**config.mk**
```make
export PLATFORM = sky130hd
export DESIGN_NAME = vga_timing_gen
export DESIGN_NICKNAME = d
export VERILOG_FILES = /design/src/rtl/vga_pkg.sv /design/src/rtl/vga_pix_tick.sv /design/src/rtl/vga_timing_gen.sv
export SDC_FILE = /design/constraint.sdc
export NUM_CORES = 1
export LEC_CHECK = 0
export ABC_CLOCK_PERIOD_IN_PS = 6440
export BUFFER_PORTS_ARGS = -buffer_cell sky130_fd_sc_hd__buf_2
export CAP_MARGIN = 20
export CORE_ASPECT_RATIO = 0.6
export CORE_MARGIN = 2
export CORE_UTILIZATION = 58
export DETAILED_ROUTE_END_ITERATION = 8
export GPL_TIMING_DRIVEN = 0
export PLACE_DENSITY = 0.87
export SLEW_MARGIN = 30
export SYNTH_ARGS = -nofsm -noshare
export SYNTH_HDL_FRONTEND = slang
export SYNTH_SLANG_ARGS = --single-unit
```
**constraint.sdc**
```tcl
create_clock -name clk -period 6.44 [get_ports clk]
set_input_delay 0.966 -clock clk [delete_from_list [all_inputs] [get_ports clk]]
set_output_delay 0.966 -clock clk [all_outputs]
set_load 0.03 [all_outputs]
```
**src/rtl/vga_pkg.sv**
```systemverilog
// Shared VGA timing constants, count type and the test-pattern colour bar table.
package vga_pkg;

    localparam int DEF_CLK_DIV   = 2;
    localparam int DEF_H_VISIBLE = 640;
    localparam int DEF_H_FRONT   = 16;
    localparam int DEF_H_SYNC    = 96;
    localparam int DEF_H_BACK    = 48;
    localparam int DEF_V_VISIBLE = 480;
    localparam int DEF_V_FRONT   = 10;
    localparam int DEF_V_SYNC    = 2;
    localparam int DEF_V_BACK    = 33;

    localparam int H_TOTAL = DEF_H_VISIBLE + DEF_H_FRONT + DEF_H_SYNC + DEF_H_BACK;
    localparam int V_TOTAL = DEF_V_VISIBLE + DEF_V_FRONT + DEF_V_SYNC + DEF_V_BACK;

    localparam int CNT_W = 10;
    typedef logic [CNT_W-1:0] cnt_t;

    // Classic SMPTE-style bar order, left to right.
    localparam logic [23:0] TP_COLOURS [8] = '{
        24'hFFFFFF, 24'hFFFF00, 24'h00FFFF, 24'h00FF00,
        24'hFF00FF, 24'hFF0000, 24'h0000FF, 24'h000000
    };

endpackage

```
**src/rtl/vga_pix_tick.sv**
```systemverilog
// Pixel-rate divider: one pix_tick per CLK_DIV clocks plus a 50% duty pixel clock for the DAC.
module vga_pix_tick #(
    parameter int CLK_DIV = 2
) (
    input  logic clk,
    input  logic rst_n,
    input  logic en,
    output logic pix_tick,
    output logic vga_clk
);

    localparam int DW = $clog2(CLK_DIV);
    localparam logic [DW-1:0] LAST = DW'(CLK_DIV - 1);
    localparam logic [DW-1:0] HALF = DW'(CLK_DIV / 2);

    logic [DW-1:0] div;
    logic [DW-1:0] div_nxt;

    always_comb begin
        div_nxt = '0;
        if (en) div_nxt = (div == LAST) ? '0 : div + 1'b1;
    end

    // Outputs decoded from div_nxt so they line up with the registered count.
    always_ff @(posedge clk or negedge rst_n) begin
        if (!rst_n) begin
            div      <= '0;
            pix_tick <= 1'b0;
            vga_clk  <= 1'b0;
        end else begin
            div      <= div_nxt;
            pix_tick <= en && (div_nxt == LAST);
            vga_clk  <= en && (div_nxt >= HALF);
        end
    end

endmodule

```
**src/rtl/vga_timing_gen.sv**
```systemverilog
// 640x480@60 raster timing generator with registered, mutually aligned outputs.
// Optional colour-bar test pattern enabled by defining VGA_TIMING_TESTPAT_EN.
module vga_timing_gen
    import vga_pkg::*;
#(
    parameter int CLK_DIV   = DEF_CLK_DIV,
    parameter int H_VISIBLE = DEF_H_VISIBLE,
    parameter int H_FRONT   = DEF_H_FRONT,
    parameter int H_SYNC    = DEF_H_SYNC,
    parameter int H_BACK    = DEF_H_BACK,
    parameter int V_VISIBLE = DEF_V_VISIBLE,
    parameter int V_FRONT   = DEF_V_FRONT,
    parameter int V_SYNC    = DEF_V_SYNC,
    parameter int V_BACK    = DEF_V_BACK
) (
    input  logic clk,
    input  logic rst_n,
    input  logic en,
    output cnt_t hcount,
    output cnt_t vcount,
    output logic hsync,
    output logic vsync,
    output logic blank_n,
    output logic sync_n,
    output logic vga_clk,
    output logic pix_tick,
    output logic line_start,
    output logic frame_start
`ifdef VGA_TIMING_TESTPAT_EN
    ,
    input  logic        testpat,
    output logic [23:0] tp_rgb
`endif
);

    localparam int H_TOT  = H_VISIBLE + H_FRONT + H_SYNC + H_BACK;
    localparam int V_TOT  = V_VISIBLE + V_FRONT + V_SYNC + V_BACK;
    localparam int HS_BEG = H_VISIBLE + H_FRONT;
    localparam int HS_END = HS_BEG + H_SYNC;
    localparam int VS_BEG = V_VISIBLE + V_FRONT;
    localparam int VS_END = VS_BEG + V_SYNC;

    function automatic logic in_win(input cnt_t c, input int lo, input int hi);
        return (int'(c) >= lo) && (int'(c) < hi);
    endfunction

    vga_pix_tick #(.CLK_DIV(CLK_DIV)) u_pix_tick (
        .clk      (clk),
        .rst_n    (rst_n),
        .en       (en),
        .pix_tick (pix_tick),
        .vga_clk  (vga_clk)
    );

    logic adv, h_wrap, v_wrap, vis_nxt;
    cnt_t h_nxt, v_nxt;

    assign adv     = en && pix_tick;
    assign h_wrap  = adv && (hcount == cnt_t'(H_TOT - 1));
    assign v_wrap  = h_wrap && (vcount == cnt_t'(V_TOT - 1));
    assign vis_nxt = en && in_win(h_nxt, 0, H_VISIBLE) && in_win(v_nxt, 0, V_VISIBLE);

    // en low forces the origin; otherwise advance only at the end of a pix_tick cycle.
    always_comb begin
        h_nxt = hcount;
        v_nxt = vcount;
        if (!en) begin
            h_nxt = '0;
            v_nxt = '0;
        end else if (h_wrap) begin
            h_nxt = '0;
            v_nxt = v_wrap ? '0 : vcount + 1'b1;
        end else if (adv) begin
            h_nxt = hcount + 1'b1;
        end
    end

    // Decodes use the next-state counters so they share the counters' register edge.
    always_ff @(posedge clk or negedge rst_n) begin
        if (!rst_n) begin
            hcount      <= '0;
            vcount      <= '0;
            hsync       <= 1'b1;
            vsync       <= 1'b1;
            blank_n     <= 1'b0;
            sync_n      <= 1'b0;
            line_start  <= 1'b0;
            frame_start <= 1'b0;
        end else begin
            hcount      <= h_nxt;
            vcount      <= v_nxt;
            hsync       <= !(en && in_win(h_nxt, HS_BEG, HS_END));
            vsync       <= !(en && in_win(v_nxt, VS_BEG, VS_END));
            blank_n     <= vis_nxt;
            sync_n      <= 1'b0;
            line_start  <= h_wrap;
            frame_start <= v_wrap;
        end
    end

`ifdef VGA_TIMING_TESTPAT_EN
    localparam int BAR_W = H_VISIBLE / 8;

    function automatic logic [2:0] bar_idx(input cnt_t c);
        return 3'(int'(c) / BAR_W);
    endfunction

    always_ff @(posedge clk or negedge rst_n) begin
        if (!rst_n) tp_rgb <= '0;
        else        tp_rgb <= (testpat && vis_nxt) ? TP_COLOURS[bar_idx(h_nxt)] : 24'h0;
    end
`endif

endmodule

```
==> results.py, run 1 <==
metrics = {
    "timing": {
        "slew_headroom_pct": 62.1,
        "final_worst_path_cycle_share_pct": 42.4,
        "worstMarginPinSlew_ns": 0.568,
        "rsz0062_at_grt": "false",
        "fmax_mhz": 366,
        "finClkSkew_ns": 0.00240,
        "finalHoldViolations": 0,
        "period_minus_slack_ns": 2.73,
        "timing.setup.tns_ns": 0,
        "drv_slew": 0,
        "setup_ws_ns": 3.71,
        "report.final.setup_viol": 0,
    },
    "setup_path": {
        "critPathLaunchType": "input pin",
        "max_stage_delay_ns": 0.54,
        "cp-startpoint": "en",
        "worst_r2r_startpoint": "hcount[0]",
        "worst_setup_path_end_kind": "flop",
        "critPathKind": "input pin to flop",
        "cp.buffers_inverters": 2,
        "cpLargestDelayFamily": "simple AND/OR/NAND/NOR gates",
        "critical_path_peak_fanout": 9,
        "critPathRequiredTime_ns": 6.59,
        "crit_chain": "clkbuf_2 -> nand2_1 -> or4b_1 -> buf_2 -> o21ai_2 -> a21oi_1 -> nor4b_1",
        "timing.critical_path.arrival_ns": 2.89,
        "critPathSlowestCell": "sky130_fd_sc_hd__or4b_1",
    },
    "clock_tree": {
        "cts_inserted_buffers": 3,
        "clk-insertion-delay-late_ns": 0.27,
        "worst_setup_hold_path_clk_slew_ns": 0.09,
        "cts.sinks": 26,
        "hold_buffers": 0,
        "postCtsSetupRepairBufs": 0,
        "cts_tree": "built",
        "clockRootBuffer": "sky130_fd_sc_hd__clkbuf_8",
        "post_cts_resized": 0,
        "cts_htree_levels": 1,
        "largest_buffer_count_on_any_clock_path": 2,
    },
    "floorplanning": {
        "die_width_um": 70.6,
        "die_area_mm2": 0.00311,
        "initial_utilization_pct": 61.3,
        "row_count": 14,
        "i_o_pins": 31,
        "fp.dieH_um": 44.0,
        "core_mm2": 0.00252,
    },
    "run": {
        "max_cap_viol_count": 0,
    },
    "grt": {
        "number_of_global_route_vias_before_repair": 1306,
        "grt_first_pass_wirelength_mm": 6.26,
        "grt_antenna_before_repair": 0,
        "grt_remaining_overflow": 0,
        "track_usage_pct": 27.1,
        "pin_count_of_the_biggest_net_entering_global_routing": 27,
    },
    "drt": {
        "drt_pass1_iterations": 4,
        "vias_per_cell": 6.17,
        "drcViolationCount": 0,
        "drt_iter0_markers": 180,
        "detailroute.via_count": 1414,
        "finalWirelength_mm": 3.86,
        "wl_per_cell_um": 16.9,
        "ant_nets": 0,
    },
    "placed_design": {
        "number_of_placed_instances_with_taps_included": 225,
        "port_buffers": 28,
        "dp_slack_ns": 3.45,
        "gp_congestion": 0.922,
        "place.detailed.hpwl_mm": 2.75,
    },
    "logic_synthesis": {
        "synth.yosys.seq_area_share_pct": 42.3,
        "synth.top_cells.by_count": "sky130_fd_sc_hd__dfrtp_1 (24), sky130_fd_sc_hd__nor2_1 (17), sky130_fd_sc_hd__nand2_1 (13)",
        "synth_async_reset_ratio_pct": 100,
        "synthesis.yosys.warnings": 0,
        "syn_inst": 165,
        "post_synth_top_flop": "sky130_fd_sc_hd__dfrtp_1",
        "postSynthAreaPerCell_um2": 9.37,
        "synth.top_cells.by_area": "sky130_fd_sc_hd__dfrtp_1 (39%), sky130_fd_sc_hd__xnor2_1 (6.8%), sky130_fd_sc_hd__nor2_1 (4.1%)",
        "syn-cell-area_mm2": 0.00155,
        "yosysUniqueCellTypes": 44,
        "syn_nets": 171,
        "synth_edf_count": 0,
        "synth_top_cell_by_area": "sky130_fd_sc_hd__dfrtp_1",
        "synth_top_cell_area_share_pct": 38.9,
        "synthMostInstantiatedCell": "sky130_fd_sc_hd__dfrtp_1",
        "flip_flop_and_latch_count_after_synthesis": 26,
    },
    "finish": {
        "layout.nets": 204,
        "diodes": 0,
        "fraction_of_layout_cells_with_a_size_suffix_above_1_pct": 22.8,
        "final-instance-count-excl-fill": 229,
        "finish.utilization_pct": 70.6,
        "layout-area-overhead-vs-synth_pct": 15.2,
    },
    "pwr": {
        "power.ir.vdd_worst_v": 0.000143,
        "p_per_area_mw_per_mm2": 166,
        "p_leak_nw": 0.806,
    },
    "hold_path": {
        "hold_path_origin": "u_pix_tick.div",
        "min_path_type": "flop to flop",
    },
    "status": {
        "status": "complete, no violations",
    },
}
## cell type report
| type | count | area (µm²) |
|---|---|---|
| Buffer | 13 | 73.8 |
| Clock buffer | 4 | 55.1 |
| Fill cell | 216 | 742 |
| Inverter | 7 | 26.3 |
| Multi-Input combinational cell | 119 | 792 |
| Sequential cell | 26 | 653 |
| Tap cell | 32 | 40.0 |
| Timing Repair Buffer | 28 | 140 |
## cell families after synthesis
family | after synthesis | share of synthesized area, %
compound gates | 23 | 11.5
other cells | 1 | 0.243
xor+xnor | 17 | 9.64
buf+inv | 20 | 6.48
mux | 2 | 1.30
fa+ha+maj | 3 | 2.43
flops | 26 | 42.3
simple gates | 73 | 26.2
## path summary, 6_finish.rpt
kind | to | slack (ns) | cells past startpoint
max | blank_n | 3.71 | 7
min | u_pix_tick.div | 0.63 | 2
max reg2reg | blank_n | 3.80 | 7
min reg2reg | u_pix_tick.div | 0.63 | 2
max in group asynchronous | vsync | 5.38 | 1
min in group asynchronous | hcount[1] | 0.68 | 1
## placed cells by master, fill, tap and decap left out, types with 4 or more instances in the layout
cell	Yosys	layout
sky130_fd_sc_hd__a21oi_1	5	5
sky130_fd_sc_hd__and2_1	5	5
sky130_fd_sc_hd__buf_2	1	29
sky130_fd_sc_hd__clkbuf_1	6	6
sky130_fd_sc_hd__clkbuf_8	0	4
sky130_fd_sc_hd__dfrtp_1	24	24
sky130_fd_sc_hd__inv_1	6	6
sky130_fd_sc_hd__nand2_1	13	13
sky130_fd_sc_hd__nand3_1	5	5
sky130_fd_sc_hd__nand4_1	10	10
sky130_fd_sc_hd__nor2_1	17	17
sky130_fd_sc_hd__nor3_1	4	4
sky130_fd_sc_hd__o21ai_0	4	4
sky130_fd_sc_hd__xnor2_1	12	12
sky130_fd_sc_hd__xor2_1	5	5
## worst reg2reg max path, delay by kind of cell, from the launching register on
kind            cells  cell delay (ns)
compound gates      2             0.51
fa+ha+maj           1             0.29
buf+inv             1             0.19
flops               1             0.45
simple gates        3             1.08
## registers in the layout, indices dropped and copies added, names as in the netlist
signal          flops
vcount             10
hcount             10
line_start          1
vsync               1
frame_start         1
blank_n             1
hsync               1
u_pix_tick.div      1
## metrics by stage
stage	power (W)	hold slack, ns	instance area [µm²]
global route	0.000307	0.655	1780
floorplan	0.000185	0.670	1550
CTS	0.000298	0.631	1780
finish	0.000295	0.633	1780
detailed placement	0.000193	0.613	1730
global placement	0.000192	0.590	1730
## routing by layer
metal	track usage, %	routed length, µm
met5	0	0
met4	11.7	130
met3	6.51	381
met2	40.2	1680
met1	38.6	1670
## power breakdown
group          switching [W]  internal (W)  total [W]
combinational      0.0000160    0.00000644  0.0000224
clock              0.0000504     0.0000547   0.000105
sequential        0.00000250      0.000165   0.000168
total              0.0000689      0.000226   0.000295
No activity file was read; power rests on OpenSTA's default activity.
==> inputs of run 2 (changes only) <==
--- a/config.mk
+++ b/config.mk
@@ -5,15 +5,15 @@
 export SDC_FILE = /design/constraint.sdc
 export NUM_CORES = 1
 export LEC_CHECK = 0
-export ABC_CLOCK_PERIOD_IN_PS = 6440
+export ABC_CLOCK_PERIOD_IN_PS = 2460
 export BUFFER_PORTS_ARGS = -buffer_cell sky130_fd_sc_hd__buf_2
 export CAP_MARGIN = 20
 export CORE_ASPECT_RATIO = 0.6
 export CORE_MARGIN = 2
-export CORE_UTILIZATION = 58
+export CORE_UTILIZATION = 49
 export DETAILED_ROUTE_END_ITERATION = 8
 export GPL_TIMING_DRIVEN = 0
-export PLACE_DENSITY = 0.87
+export PLACE_DENSITY = 0.78
 export SLEW_MARGIN = 30
 export SYNTH_ARGS = -nofsm -noshare
 export SYNTH_HDL_FRONTEND = slang
==> constraint.sdc (replaced) <==
create_clock -name clk -period 2.46 [get_ports clk]
set_input_delay 0.369 -clock clk [delete_from_list [all_inputs] [get_ports clk]]
set_output_delay 0.369 -clock clk [all_outputs]
set_load 0.03 [all_outputs]
==> run 2 against run 1 <==
Wire length up 2.3%. Register-to-register slack got worse by 3.7 ns. Design area rose by 5.5%. Die area up 17%. Core utilization fell by 6.4 points. Cell count up 5.7%. Global-route usage fell by 4.6 points. Non-clock buffer count increased by 3. Critical path depth unchanged. Largest cell class unchanged. Largest power group unchanged.
==> results.py, run 2 (same netlist as run 1, synthesis figures left out) <==
metrics = {
    "finish": {
        "fraction_of_layout_cells_with_a_size_suffix_above_1_pct": 28.0,
        "fillcell_total": 245,
        "diodes": 0,
        "layout.cells.most_common_list": "sky130_fd_sc_hd__buf_2 (28), sky130_fd_sc_hd__dfrtp_1 (22), sky130_fd_sc_hd__nor2_1 (17)",
        "largest_registers": "hcount x10, vcount x10",
        "finish.utilization_pct": 64.1,
        "layout.nets": 207,
        "layout.cells.most_common": "sky130_fd_sc_hd__buf_2",
        "final-instance-count-excl-fill": 242,
        "layout-area-overhead-vs-synth_pct": 21.5,
    },
    "setup_path": {
        "critPathKind": "flop to flop",
        "timing.critical_path.arrival_ns": 2.57,
        "critical_path_peak_fanout": 6,
        "critPathLaunchType": "flop",
        "worst_setup_path_end_kind": "flop",
        "critPathRequiredTime_ns": 2.66,
    },
    "clock_tree": {
        "cts_inserted_buffers": 3,
        "cts_htree_levels": 1,
        "clk-insertion-delay-late_ns": 0.28,
        "hold_buffers": 0,
        "cts.sinks": 26,
        "largest_buffer_count_on_any_clock_path": 2,
        "cts_tree": "built",
        "worst_setup_hold_path_clk_slew_ns": 0.09,
        "clockRootBuffer": "sky130_fd_sc_hd__clkbuf_8",
    },
    "floorplanning": {
        "row_count": 15,
        "i_o_pins": 31,
        "die_area_mm2": 0.00363,
        "die_width_um": 76.5,
        "initial_utilization_pct": 52.8,
        "fp.dieH_um": 47.5,
        "core_mm2": 0.00293,
    },
    "timing": {
        "slew_headroom_pct": 61.8,
        "report.final.setup_viol": 0,
        "finClkSkew_ns": 0.00628,
        "final_worst_path_cycle_share_pct": 96.5,
        "rsz0062_at_grt": "false",
        "drv_slew": 0,
        "worstMarginPinSlew_ns": 0.573,
        "period_minus_slack_ns": 2.37,
        "fmax_mhz": 421,
        "finalHoldViolations": 0,
        "setup_ws_ns": 0.0857,
    },
    "drt": {
        "drcViolationCount": 0,
        "wl_per_cell_um": 16.3,
        "finalWirelength_mm": 3.95,
        "drt_iter0_markers": 155,
        "ant_nets": 0,
        "drt_pass1_iterations": 5,
        "detailroute.via_count": 1450,
        "vias_per_cell": 5.99,
    },
    "grt": {
        "number_of_global_route_vias_before_repair": 1321,
        "grt_antenna_before_repair": 0,
        "grt_first_pass_wirelength_mm": 6.12,
        "pin_count_of_the_biggest_net_entering_global_routing": 27,
        "track_usage_pct": 22.5,
        "grt_remaining_overflow": 0,
    },
    "pwr": {
        "power.total_w": 0.000869,
        "netSwitchingFraction_pct": 22.0,
        "p_per_area_mw_per_mm2": 463,
        "combinationalPowerShare_pct": 8.5,
        "p_leak_nw": 0.841,
        "p_int_w": 0.000677,
        "seq_power_share_pct": 50.4,
        "switchingPower_w": 0.000191,
        "clockPowerShare_pct": 41.1,
        "power.ir.vdd_worst_v": 0.000264,
    },
    "status": {
        "status": "complete, no violations",
    },
    "placed_design": {
        "place.detailed.hpwl_mm": 2.79,
        "number_of_placed_instances_with_taps_included": 235,
        "dp_slack_ns": -0.0279,
        "port_buffers": 28,
        "gp_congestion": 0.927,
    },
    "hold_path": {
        "min_path_type": "input pin to asynchronous set/reset pin",
    },
    "run": {
        "max_cap_viol_count": 0,
    },
}
-- run 2: cell types whose count changed in the layout (fill, tap and decap cells not counted), sizes merged --
cell,previous run,this run
buf,34,39
bufinv,0,1
clkbuf,11,8
-- run 2: power by group through the flow --
stage,clock network (W),registers [W],logic [W]
floorplan,0,0.000457,0.0000274
global placement,0,0.000446,0.0000576
detailed placement,0,0.000447,0.0000594
CTS,0.000368,0.000440,0.0000608
global route,0.000380,0.000439,0.0000801
finish,0.000357,0.000438,0.0000735
-- run 2: worst max-delay path, stage by stage (launching register included) --
cell,delay [ns]
sky130_fd_sc_hd__dfrtp_2,0.41
sky130_fd_sc_hd__ha_4,0.17
sky130_fd_sc_hd__nand4_4,0.11
sky130_fd_sc_hd__or4b_4,0.52
sky130_fd_sc_hd__buf_4,0.18
sky130_fd_sc_hd__or4_4,0.52
sky130_fd_sc_hd__a22oi_2,0.25
sky130_fd_sc_hd__nand4b_1,0.13
-- run 2: cell type report --
| cell class | instances | area, µm² | area share, % |
|---|---|---|---|
| Clock buffer | 3 | 41.3 | 2.20 |
| Clock inverter | 1 | 30.0 | 1.60 |
| Tap cell | 42 | 52.6 | 2.80 |
| Sequential cell | 26 | 656 | 34.9 |
| Buffer | 10 | 65.1 | 3.46 |
| Inverter | 7 | 26.3 | 1.40 |
| Multi-Input combinational cell | 119 | 822 | 43.8 |
| Timing Repair Buffer | 34 | 185 | 9.86 |
-- run 2: repair_timing --
action	in CTS	in global routing
setup endpoints to repair	2	2
resized for setup	1	5
buffers inserted	0	6
pin swaps	0	3
-- run 2: per-layer routing --
| metal | part of all wire, % | GRT usage [%] | vias to the layer above |
|---|---|---|---|
| li1 | - | - | 650 |
| met1 | 43 | 28.8 | 682 |
| met2 | 44 | 35.6 | 99 |
| met3 | 10 | 5.66 | 19 |
| met4 | 3.1 | 14.9 | 0 |
| met5 | 0 | 0 | - |
-- run 2: metrics by stage --
stage	hold slack, ns	setup TNS [ns]	cell area (µm²)
finish	0.0687	0	1880
CTS	0.0881	0	1820
detailed placement	0.399	-0.0526	1740
global route	0.126	0	1880
global placement	0.390	0	1740
floorplan	0.0734	0	1550
-- run 2: worst paths after layout --
path	cells past startpoint	slack, ns	start	endpoint
min in group clk	2	0.52	en	hcount[4]
worst max-delay path	7	0.09	hcount[0]	vsync
worst max register to register	7	0.09	hcount[0]	vsync
worst min-delay path	1	0.07	rst_n	hcount[1]
max in group asynchronous	1	1.99	rst_n	hcount[0]
worst min register to register	2	0.64	u_pix_tick.div	u_pix_tick.div
==> inputs of run 3 (changes only) <==
--- a/config.mk
+++ b/config.mk
@@ -8,9 +8,11 @@
 export ABC_CLOCK_PERIOD_IN_PS = 2460
 export BUFFER_PORTS_ARGS = -buffer_cell sky130_fd_sc_hd__buf_2
 export CAP_MARGIN = 20
+export CELL_PAD_IN_SITES_DETAIL_PLACEMENT = 0
+export CELL_PAD_IN_SITES_GLOBAL_PLACEMENT = 1
 export CORE_ASPECT_RATIO = 0.6
 export CORE_MARGIN = 2
-export CORE_UTILIZATION = 49
+export CORE_UTILIZATION = 37
 export DETAILED_ROUTE_END_ITERATION = 8
 export GPL_TIMING_DRIVEN = 0
 export PLACE_DENSITY = 0.78
==> run 3 against run 2 <==
Count of clock-buffer cells in the layout is the same. Critical path type unchanged. Largest power group unchanged. Clock power is essentially flat. Power shrank 1.2%. Sequential cell count is the same. Sequential power is essentially flat.
==> results.py, run 3 (same netlist as run 1, synthesis figures left out) <==
metrics = {
    "drt": {
        "finalWirelength_mm": 3.62,
        "drt_iter0_markers": 72,
        "drt_pass1_iterations": 4,
        "drcViolationCount": 0,
        "vias_per_cell": 5.42,
        "ant_nets": 0,
        "wl_per_cell_um": 14.7,
        "detailroute.via_count": 1334,
    },
    "floorplanning": {
        "core_mm2": 0.00405,
        "i_o_pins": 31,
        "row_count": 18,
        "die_width_um": 87.4,
        "fp.dieH_um": 54.1,
        "die_area_mm2": 0.00473,
        "initial_utilization_pct": 38.1,
    },
    "pwr": {
        "combinationalPowerShare_pct": 7.6,
        "netSwitchingFraction_pct": 21.6,
        "p_leak_nw": 0.818,
        "p_int_w": 0.000672,
        "seq_power_share_pct": 51.1,
        "p_per_area_mw_per_mm2": 464,
        "clockPowerShare_pct": 41.3,
        "power.ir.vdd_worst_v": 0.000206,
        "switchingPower_w": 0.000186,
    },
    "setup_path": {
        "critical_path_peak_fanout": 6,
        "cp.buffers_inverters": 1,
        "worst-path-stages": 7,
        "worst_setup_path_end_kind": "flop",
        "max_stage_delay_ns": 0.53,
        "critPathRequiredTime_ns": 2.65,
        "crit_chain": "ha_4 -> nand4_4 -> or4b_1 -> buf_4 -> or4_4 -> a22oi_2 -> nand4b_1",
        "rr_worst_depth": 7,
        "critPathSlowestCell": "sky130_fd_sc_hd__or4b_1",
        "critPathLaunchType": "flop",
        "cpLargestDelayFamily": "simple AND/OR/NAND/NOR gates",
        "critPathKind": "flop to flop",
        "timing.critical_path.arrival_ns": 2.59,
    },
    "finish": {
        "fillcell_total": 412,
        "layout-area-overhead-vs-synth_pct": 19.6,
        "diodes": 0,
        "largest_registers": "hcount x10, vcount x10",
        "finalInstanceArea_mm2": 0.00185,
        "layout.cells.most_common_list": "sky130_fd_sc_hd__buf_2 (28), sky130_fd_sc_hd__dfrtp_1 (22), sky130_fd_sc_hd__nor2_1 (17)",
        "layout.nets": 203,
        "ff_latch_area_um2": 656,
        "final-instance-count-excl-fill": 246,
        "fraction_of_layout_cells_with_a_size_suffix_above_1_pct": 25.5,
        "multi_input_comb_area_um2": 812,
        "layout.cells.most_common": "sky130_fd_sc_hd__buf_2",
    },
    "timing": {
        "fmax_mhz": 417,
        "finClkSkew_ns": 0.00412,
        "drv_slew": 0,
        "final_worst_path_cycle_share_pct": 97.5,
        "setup_ws_ns": 0.0603,
        "period_minus_slack_ns": 2.40,
        "worstMarginPinSlew_ns": 0.581,
        "finalHoldViolations": 0,
        "report.final.setup_viol": 0,
        "slew_headroom_pct": 61.3,
    },
    "grt": {
        "track_usage_pct": 16.0,
        "grt_antenna_before_repair": 0,
        "pin_count_of_the_biggest_net_entering_global_routing": 27,
        "grt_first_pass_wirelength_mm": 5.87,
        "number_of_global_route_vias_before_repair": 1173,
        "grt_remaining_overflow": 0,
    },
    "status": {
        "status": "complete, no violations",
    },
    "clock_tree": {
        "worst_setup_hold_path_clk_slew_ns": 0.09,
        "clk-insertion-delay-late_ns": 0.27,
        "clockRootBuffer": "sky130_fd_sc_hd__clkbuf_8",
        "cts.sinks": 26,
        "cts_tree": "built",
        "largest_buffer_count_on_any_clock_path": 2,
        "cts_htree_levels": 1,
        "cts_inserted_buffers": 3,
        "hold_buffers": 0,
    },
    "placed_design": {
        "place.detailed.hpwl_mm": 2.74,
        "port_buffers": 28,
        "gp_congestion": 0.859,
        "dp_slack_ns": -0.0179,
        "placed_cell_area_mm2": 0.00175,
        "number_of_placed_instances_with_taps_included": 243,
    },
    "run": {
        "max_cap_viol_count": 0,
    },
    "hold_path": {
        "min_path_type": "input pin to asynchronous set/reset pin",
    },
}
run 3: cell types whose count changed in the layout (fill, tap and decap cells not counted):
cell,before,now
sky130_fd_sc_hd__or4b_4,1,0
sky130_fd_sc_hd__nor4b_2,1,0
sky130_fd_sc_hd__buf_4,9,5
sky130_fd_sc_hd__or4b_1,0,1
sky130_fd_sc_hd__nor4b_1,0,1
run 3: worst reg2reg max path, cell delays in order (launching register included):
cell and delay [ns]:
sky130_fd_sc_hd__dfrtp_2 0.42, sky130_fd_sc_hd__ha_4 0.17, sky130_fd_sc_hd__nand4_4 0.13, sky130_fd_sc_hd__or4b_1 0.53, sky130_fd_sc_hd__buf_4 0.18, sky130_fd_sc_hd__or4_4 0.52
sky130_fd_sc_hd__a22oi_2 0.22, sky130_fd_sc_hd__nand4b_1 0.14
run 3: worst paths after layout:
path | start | to | slack [ns]
worst max-delay path | hcount[0] | vsync | 0.06
worst min-delay path | rst_n | hcount[2] | 0.09
worst max register to register | hcount[0] | vsync | 0.06
worst min register to register | hcount[0] | hcount[0] | 0.61
max in group asynchronous | rst_n | hcount[1] | 1.96
min in group clk | en | hcount[4] | 0.51
run 3: area by class of cell:
type,count,area share [%]
Inverter,7,1.42
Timing Repair Buffer,30,8.40
Multi-Input combinational cell,119,43.9
Clock buffer,3,2.23
Tap cell,50,3.39
Buffer,10,3.52
Sequential cell,26,35.5
Clock inverter,1,1.62
run 3: metal layers:
layer / global-route usage (%) / share of wire [%]
met5: 0 / 0
met2: 23.6 / 44
met1: 24.1 / 50
met3: 3.83 / 4.8
met4: 2.56 / 0.66
run 3: per-stage QoR:
stage	setup TNS (ns)	utilization (%)	hold WS, ns	power, W
final	0	45.6	0.0850	0.000858
after global routing	-0.00803	45.6	0.133	0.000892
after CTS	0	45.2	0.110	0.000864
after detailed placement	-0.0179	43.2	0.418	0.000507
after global placement	0	43.2	0.407	0.000506
after floorplan	0	-	0.0734	0.000484
run 3: power by group through the flow:
| stage | clock [W] | sequential (W) | combinational (W) |
|---|---|---|---|
| final | 0.000354 | 0.000439 | 0.0000651 |
| after global routing | 0.000380 | 0.000439 | 0.0000717 |
| after CTS | 0.000363 | 0.000440 | 0.0000607 |
| after detailed placement | 0 | 0.000447 | 0.0000599 |
| after global placement | 0 | 0.000447 | 0.0000590 |
| after floorplan | 0 | 0.000457 | 0.0000274 |
run 3: repair_timing:
action                     in CTS  in global routing
resized for setup               1                  3
pin swaps                       0                  2
setup buffers                   0                  2
hold endpoints to repair        0                  0
setup endpoints to repair       2                  2
